File: src/rtl/if_fetch_unit_pkg.sv
// Shared types and constants for the instruction-fetch stage.
package if_fetch_unit_pkg;

    localparam int unsigned FetchBeats = 4;
    localparam logic        ChipEnable = 1'b1;
    localparam logic [1:0]  LastBeat   = 2'(FetchBeats - 1);

    typedef enum logic [2:0] {
        StIdle  = 3'd0,
        StReq   = 3'd1,
        StWait  = 3'd2,
        StHold  = 3'd3,
        StDrain = 3'd4
    } fetch_state_e;

    // Advance the beat index, saturating at the last beat.
    function automatic logic [1:0] next_beat(input logic [1:0] beat);
        return (beat == LastBeat) ? beat : beat + 2'd1;
    endfunction

endpackage

File: src/rtl/if_fetch_unit_perf_cnt.sv
// Fetch performance counters: completed handoffs and ID back-pressure cycles.
module if_fetch_unit_perf_cnt (
    input  logic        clk,
    input  logic        rst,
    input  logic        handoff_i,
    input  logic        stall_i,
    output logic [31:0] fetch_cnt_o,
    output logic [31:0] stall_cnt_o
);

    logic [31:0] fetch_cnt_q, fetch_cnt_d;
    logic [31:0] stall_cnt_q, stall_cnt_d;

    // Free-running increments, wrapping mod 2^32.
    always_comb begin
        fetch_cnt_d = fetch_cnt_q + {31'd0, handoff_i};
        stall_cnt_d = stall_cnt_q + {31'd0, stall_i};
    end

    // Counter registers with synchronous reset.
    always_ff @(posedge clk) begin
        if (rst) begin
            fetch_cnt_q <= '0;
            stall_cnt_q <= '0;
        end else begin
            fetch_cnt_q <= fetch_cnt_d;
            stall_cnt_q <= stall_cnt_d;
        end
    end

    assign fetch_cnt_o = fetch_cnt_q;
    assign stall_cnt_o = stall_cnt_q;

endmodule

File: src/rtl/if_fetch_unit.sv
// Instruction fetch: one 32-bit word as four little-endian byte reads, handed to ID via
// valid/ready. Define FETCH_PERF_EN to add handoff/stall performance counters.
module if_fetch_unit
    import if_fetch_unit_pkg::*;
#(
    parameter int unsigned ADDR_W = 32,
    parameter int unsigned INST_W = 32,
    parameter int unsigned BYTE_W = 8
) (
    input  logic              clk,
    input  logic              rst,
    input  logic [ADDR_W-1:0] pc_i,
    input  logic              ce_i,
    input  logic              flush_i,
    output logic              pc_stall_o,
    output logic              mem_req_o,
    output logic [ADDR_W-1:0] mem_addr_o,
    input  logic              mem_ready_i,
    input  logic              mem_rvalid_i,
    input  logic [BYTE_W-1:0] mem_rdata_i,
    output logic [INST_W-1:0] inst_o,
    output logic [ADDR_W-1:0] inst_pc_o,
    output logic              inst_valid_o,
    input  logic              id_ready_i
`ifdef FETCH_PERF_EN
    ,
    output logic [31:0]       perf_fetch_cnt_o,
    output logic [31:0]       perf_stall_cnt_o
`endif
);

    fetch_state_e      state_q, state_d;
    logic [1:0]        beat_q, beat_d;
    logic [ADDR_W-1:0] pc_q, pc_d;
    logic [INST_W-1:0] inst_q, inst_d;

    // Next-state logic, byte assembly and PC stall.
    always_comb begin
        state_d    = state_q;
        beat_d     = beat_q;
        pc_d       = pc_q;
        inst_d     = inst_q;
        pc_stall_o = 1'b1;
        unique case (state_q)
            StIdle: begin
                // flush_i has no effect here; the PC advances on the capture edge.
                pc_stall_o = 1'b0;
                if (ce_i == ChipEnable) begin
                    pc_d    = pc_i;
                    beat_d  = 2'd0;
                    state_d = StReq;
                end
            end
            StReq: begin
                if (flush_i) begin
                    state_d = StIdle;
                end else if (mem_ready_i) begin
                    state_d = StWait;
                end
            end
            StWait: begin
                if (flush_i) begin
                    // Data arriving in the flush cycle itself leaves nothing to drain.
                    state_d = mem_rvalid_i ? StIdle : StDrain;
                end else if (mem_rvalid_i) begin
                    inst_d[BYTE_W*int'(beat_q) +: BYTE_W] = mem_rdata_i;
                    if (beat_q == LastBeat) begin
                        state_d = StHold;
                    end else begin
                        beat_d  = next_beat(beat_q);
                        state_d = StReq;
                    end
                end
            end
            StHold: begin
                if (flush_i) begin
                    state_d = StIdle;
                end else if (id_ready_i) begin
                    pc_stall_o = 1'b0;
                    if (ce_i == ChipEnable) begin
                        pc_d    = pc_i;
                        beat_d  = 2'd0;
                        state_d = StReq;
                    end else begin
                        state_d = StIdle;
                    end
                end
            end
            StDrain: begin
                if (mem_rvalid_i) begin
                    state_d = StIdle;
                end
            end
            default: state_d = StIdle;
        endcase
    end

    // State registers with synchronous reset.
    always_ff @(posedge clk) begin
        if (rst) begin
            state_q <= StIdle;
            beat_q  <= 2'd0;
            pc_q    <= '0;
            inst_q  <= '0;
        end else begin
            state_q <= state_d;
            beat_q  <= beat_d;
            pc_q    <= pc_d;
            inst_q  <= inst_d;
        end
    end

    assign mem_req_o    = (state_q == StReq);
    assign mem_addr_o   = {pc_q[ADDR_W-1:2], beat_q};
    assign inst_o       = inst_q;
    assign inst_pc_o    = pc_q;
    assign inst_valid_o = (state_q == StHold);

`ifdef FETCH_PERF_EN
    logic handoff;
    logic id_stall;

    // A flushed HOLD is neither a handoff nor a stall.
    assign handoff  = inst_valid_o & id_ready_i & ~flush_i;
    assign id_stall = inst_valid_o & ~id_ready_i & ~flush_i;

    if_fetch_unit_perf_cnt u_perf_cnt (
        .clk         (clk),
        .rst         (rst),
        .handoff_i   (handoff),
        .stall_i     (id_stall),
        .fetch_cnt_o (perf_fetch_cnt_o),
        .stall_cnt_o (perf_stall_cnt_o)
    );
`endif

endmodule
File: config.mk
export PLATFORM = sky130hd
export DESIGN_NAME = if_fetch_unit
export DESIGN_NICKNAME = d
export VERILOG_FILES = /design/src/rtl/if_fetch_unit_pkg.sv /design/src/rtl/if_fetch_unit_perf_cnt.sv /design/src/rtl/if_fetch_unit.sv
export SDC_FILE = /design/constraint.sdc
export NUM_CORES = 1
export LEC_CHECK = 0
export BUFFER_PORTS_ARGS = -buffer_cell sky130_fd_sc_hd__buf_2
export CAP_MARGIN = 30
export CORE_ASPECT_RATIO = 1.5
export CORE_MARGIN = 3
export CORE_UTILIZATION = 25
export CTS_CLUSTER_DIAMETER = 50
export DETAILED_ROUTE_END_ITERATION = 8
export PLACE_DENSITY_LB_ADDON = 0.2
export SLEW_MARGIN = 40
export SYNTH_ARGS = -nofsm -noshare
export SYNTH_HDL_FRONTEND = slang
export SYNTH_SLANG_ARGS = --single-unit
File: constraint.sdc
create_clock -name clk -period 1.8 [get_ports clk]
set_input_delay 0.27 -clock clk [delete_from_list [all_inputs] [get_ports clk]]
set_output_delay 0.27 -clock clk [all_outputs]
set_load 0.02 [all_outputs]
# Word-level counts from Yosys, hierarchy flattened
# Cells that the tools add are included.
# word_totals
register_bits,69
in_bits,47
output_inout_bits,99
wordCells,58
# classes
n_addsub,2
eq_ne,15
n_shift,2
mux,27
bitwise,1
n_reduce_logical,7
# op_table
cell,count
$mux W32,3
$pmux W32 S2,1
$neg A5 Y34,1
$shift A8 B34 Y32 const A,1
$shiftx A8 B34 Y32,1
$bwmux W32,1
$mux W3,9
$pmux W3 S5,1
$mux W2,7
$ne A2 B2 Y1 const B,6
$eq A3 B2 Y1 const B,2
$ne A3 B2 Y1 const B,2
$pmux W2 S3,1
$reduce_and A3 Y1,2
$reduce_and A6 Y1,1
$reduce_and A5 Y1,1
$eq A3 B1 Y1 const B,1
$eq A3 B3 Y1 const B,1
$logic_not A3 Y1,1
$mux W1,3
$ne A3 B3 Y1 const B,1
$reduce_bool A3 Y1,1
$add A2 B1 Y2 const B,1
$eq A2 B2 Y1 const B,1
other kinds (4),4

# Logic depth before layout (Yosys ltp)
# depth
ltp_word,5
mapped_depth,6
depth_no_buf,5

# Worst setup path before layout
# Ideal clock, no wire load.
# synth_timing
kind,register to register
from,reg beat_q[0]
to,"reg inst_q[10], in the netlist inst_o[10]"
setup_time_ps,70
arrival_time_ps,1725
required_time_ps,1730
setup_slack_ps,4
stages_incl_launch_ff,6
path_buffers,0
period_less_slack_ps,1796
path_cell_list,dfxtp_1 > inv_1 > ha_1 > nor3b_2 > nand3_1 > a21oi_1
# synth_via
elab_chain_len,3
word_cells_on_any_way,4
classes_between,add/sub (1); shift (2); mux (1)
# synth_rtl
item,line,rtl
start: declaration,if_fetch_unit.sv:33,"logic [1:0] beat_q, beat_d;"
start signal: assignment,if_fetch_unit.sv:107,beat_q <= beat_d;
$neg A5 Y34 (*),if_fetch_unit.sv:66,inst_d[BYTE_W*int'(beat_q) +: BYTE_W] = mem_rdata_i;
$shiftx A8 B34 Y32 / $shift A8 B34 Y32 (equally long branches),if_fetch_unit.sv:66,
$bwmux W32 (*),if_fetch_unit.sv:66,
end signal: assignment,if_fetch_unit.sv:109,inst_q <= inst_d;
end: declaration,if_fetch_unit.sv:35,"logic [INST_W-1:0] inst_q, inst_d;"
# Mark *: on every way between the ends. The rest lies on a longest branch, timed or not.
# A chain may end at the register's enable or synchronous reset.

# Final worst setup path
# layout_timing
from,reg state_q[1]
to,out pc_stall_o
# layout_via
elab_chain_len,2
word_cells_on_any_way,3
classes_between,eq/ne (1); mux (1); reduce/logical (1)
# layout_rtl
item,line,rtl
start: declaration,if_fetch_unit.sv:32,"fetch_state_e state_q, state_d;"
start signal: assignment,if_fetch_unit.sv:101,state_q <= StIdle;
start signal: assignment,if_fetch_unit.sv:106,state_q <= state_d;
$eq A3 B2 Y1 / $logic_not A3 Y1 (equally long branches),if_fetch_unit.sv:44,unique case (state_q)
$pmux W1 S2 (*),if_fetch_unit.sv:44,
end: declaration,if_fetch_unit.sv:15,"output logic pc_stall_o,"
# Marked as above.

==> out/metrics.cfg <==
[route]
ant_nets = 0
vias = 2902
wirelength_mm = 8.77
drt-vias-per-instance = 4.53
drtIter0Drc = 145
firstDrtPassIters = 4
wire_per_inst_um = 13.7
drc = 0

[clock_tree]
clk_transition_reported_paths_ns = 0.05
cts-root-buf = clkbuf_16
clock-sinks = 69
cts_tree = yes
clk_latency_ns = 0.32
cts_setup_buffers = 0
cts_max_path_buffers = 2
htree_levels = 3
cts_buffers = 9

[die]
ios = 146
dieArea_um2 = 13400
core_um2 = 11700
start_util_pct = 25.8
dieHeight_um = 140
dieWidth_um = 95.5
rows = 48

[synthesis]
syn_avg_cell_area_um2 = 8.09
yosys-top-cells-area = dfxtp_1 (46%), nand2_1 (12%), a21oi_1 (11%)
synth-seq-cells = 69
syn_nets = 423
netlist_top_cells_count = nand2_1 (99), dfxtp_1 (69), a21oi_1 (66), nand3_1 (37), buf_4 (30)
yosysUniqueCellTypes = 33
async_flop_share_pct = 0
dominantRegCellSynth = dfxtp_1
syn_area_um2 = 3000
yosys_warnings = 0
synth-edff-count = 0
yosys.area.top_type = dfxtp_1
yosysSeqAreaShare_pct = 46.0
synth.most_common_cell = nand2_1
yosysTopAreaCellShare_pct = 46.0
synthCells = 371

[worst_setup_path]
crit_end = pc_stall_o
r2r_cells = 5
reg2reg_from = beat_q[1]
arrival_ns = 1.43
crit_start = state_q[1]
crit_path_end_kind = primary output
crit_type = register to primary output
crit_required_ns = 1.53
start_kind = register
worstPathMaxFanout = 11
r2r_end = beat_q[1]
r2r_slack_ns = 0.11

[timing]
slew_headroom_pct = 72.7
worstMarginPinSlew_ns = 0.410
setup-tns-final_ns = 0
max_freq_mhz = 589
hold_viol = 0
min_period_ns = 1.70
finalCritPeriodShare_pct = 94.4
finClkSkew_ns = 0.00420
slew_viol_final = 0
rsz0062_at_grt = no
finalSetupViolCount = 0
setup_ws_ns = 0.101

[layout]
drive_above_1_share_pct = 37.1
syn_to_final_growth_pct = 33.2
antenna_cells_inserted = 0
finalNetCount = 537

[power_and_ir_drop]
clockPowerShare_pct = 47.6
powerDensity_nw_per_um2 = 981
leakage_nw = 1.83
pwr-share-comb_pct = 11.4
p_seq_share_pct = 41.0
p_sw_uw = 977
ir_drop_uv = 389
internal_power_mw = 2.95
switching_share_pct = 24.9

[global_route]
grt_antenna_before_repair = 1
grt_max_degree = 33
grt.total_usage_pct = 13.0
grt_pass1_wl_mm = 13.5
grt_pass1_vias = 2697
grt-ovfl-total = 0

[placed_design]
dpl_worst_slack_ns = 0.0637
port_buffers = 145
hpwl_mm = 6.54
place_congestion = 0.734

[run_status]
status = finished, final reports clean

[min_path]
worst_hold_path_type = input port to register

[run]
maxCapViolCount = 0

-- metal layers --
layer / share of wire [%] / track usage, % / routed length, um
met1: 40 / 14.6 / 3550
met2: 49 / 22.1 / 4320
met3: 8.9 / 4.14 / 785
met4: 1.2 / 5.32 / 102
met5: 0.15 / 0 / 13
-- state kept, by name, summed over array words and instances (netlist names) --
| name | count |
|---|---|
| inst_pc_o | 32 |
| state_q | 3 |
| inst_o | 32 |
| beat_q | 2 |
-- worst min-delay path by stage --
stage	startpoint	end	slack, ns	depth (start not counted)
2_1_floorplan	mem_rvalid_i	state_q[2]	0.35	1
3_5_place_dp	inst_o[9]	inst_o[9]	0.44	2
3_3_place_gp	inst_o[14]	inst_o[14]	0.44	2
4_1_cts	mem_rvalid_i	state_q[2]	0.15	2
6_report	mem_rvalid_i	state_q[2]	0.17	2
5_1_grt	mem_rvalid_i	state_q[2]	0.15	2
-- cells by family (layout without fill, tap and decap cells) --
group | count (synthesis) | in the layout | share of synthesized area [%]
adders and majority gates | 5 | 5 | 2.08
DFF | 69 | 69 | 46.0
buffers and inverters | 55 | 174 | 11.8
AOI/OAI and AO/OA | 77 | 77 | 14.4
muxes | 1 | 1 | 0.375
and+or+nand+nor | 164 | 164 | 25.3
-- cell usage in the layout, fill, tap and decap left out, types with 4 or more instances in the layout --
cell type	synthesis	layout
ha_1	5	4
nor3b_2	4	4
dfxtp_1	69	69
clkbuf_16	0	9
buf_2	11	145
nor2_1	8	8
a21oi_1	66	66
nand2_1	99	99
buf_4	30	7
nand3_1	37	37
-- metrics by stage --
| stage | area [um^2] | hold slack, ns | std cells | utilization [%] | power, mW |
|---|---|---|---|---|---|
| after floorplan | 3000 | 0.349 | 371 | - | 1.96 |
| after global placement | 3660 | 0.438 | 623 | 31.4 | 2.09 |
| after detailed placement | 3660 | 0.443 | 623 | 31.4 | 2.10 |
| after CTS | 3980 | 0.147 | 639 | 34.1 | 3.99 |
| after global routing | 4000 | 0.153 | 640 | 34.3 | 4.11 |
| final | 4000 | 0.170 | 640 | 34.3 | 3.92 |
-- worst max-delay path, cell delays in order, from the launching register on --
cell	delay [ns]
dfxtp_1	0.52
and4b_4	0.33
o21bai_1	0.08
buf_2	0.17
-- what timing repair did --
item | in CTS | in global routing
setup endpoints to repair | 0 | 20
hold buffers | 0 | 0
resized for setup | 0 | 3
-- power by group through the flow --
stage / Combinational (mW) / Clock (mW) / Sequential (mW)
2_1_floorplan: 0.267 / 0 / 1.70
3_3_place_gp: 0.449 / 0 / 1.64
3_5_place_dp: 0.450 / 0 / 1.65
4_1_cts: 0.450 / 1.93 / 1.61
5_1_grt: 0.492 / 2.00 / 1.62
6_report: 0.448 / 1.87 / 1.61
-- layout make-up --
type	instances	area, um^2
Inverter	3	11.3
Timing Repair Buffer	155	833
Clock inverter	6	86.3
Multi-Input combinational cell	247	1270
Fill cell	1263	7650
Sequential cell	69	1380
Tap cell	150	188
Clock buffer	10	229
Note: power is estimated with default switching activity, not from simulation.
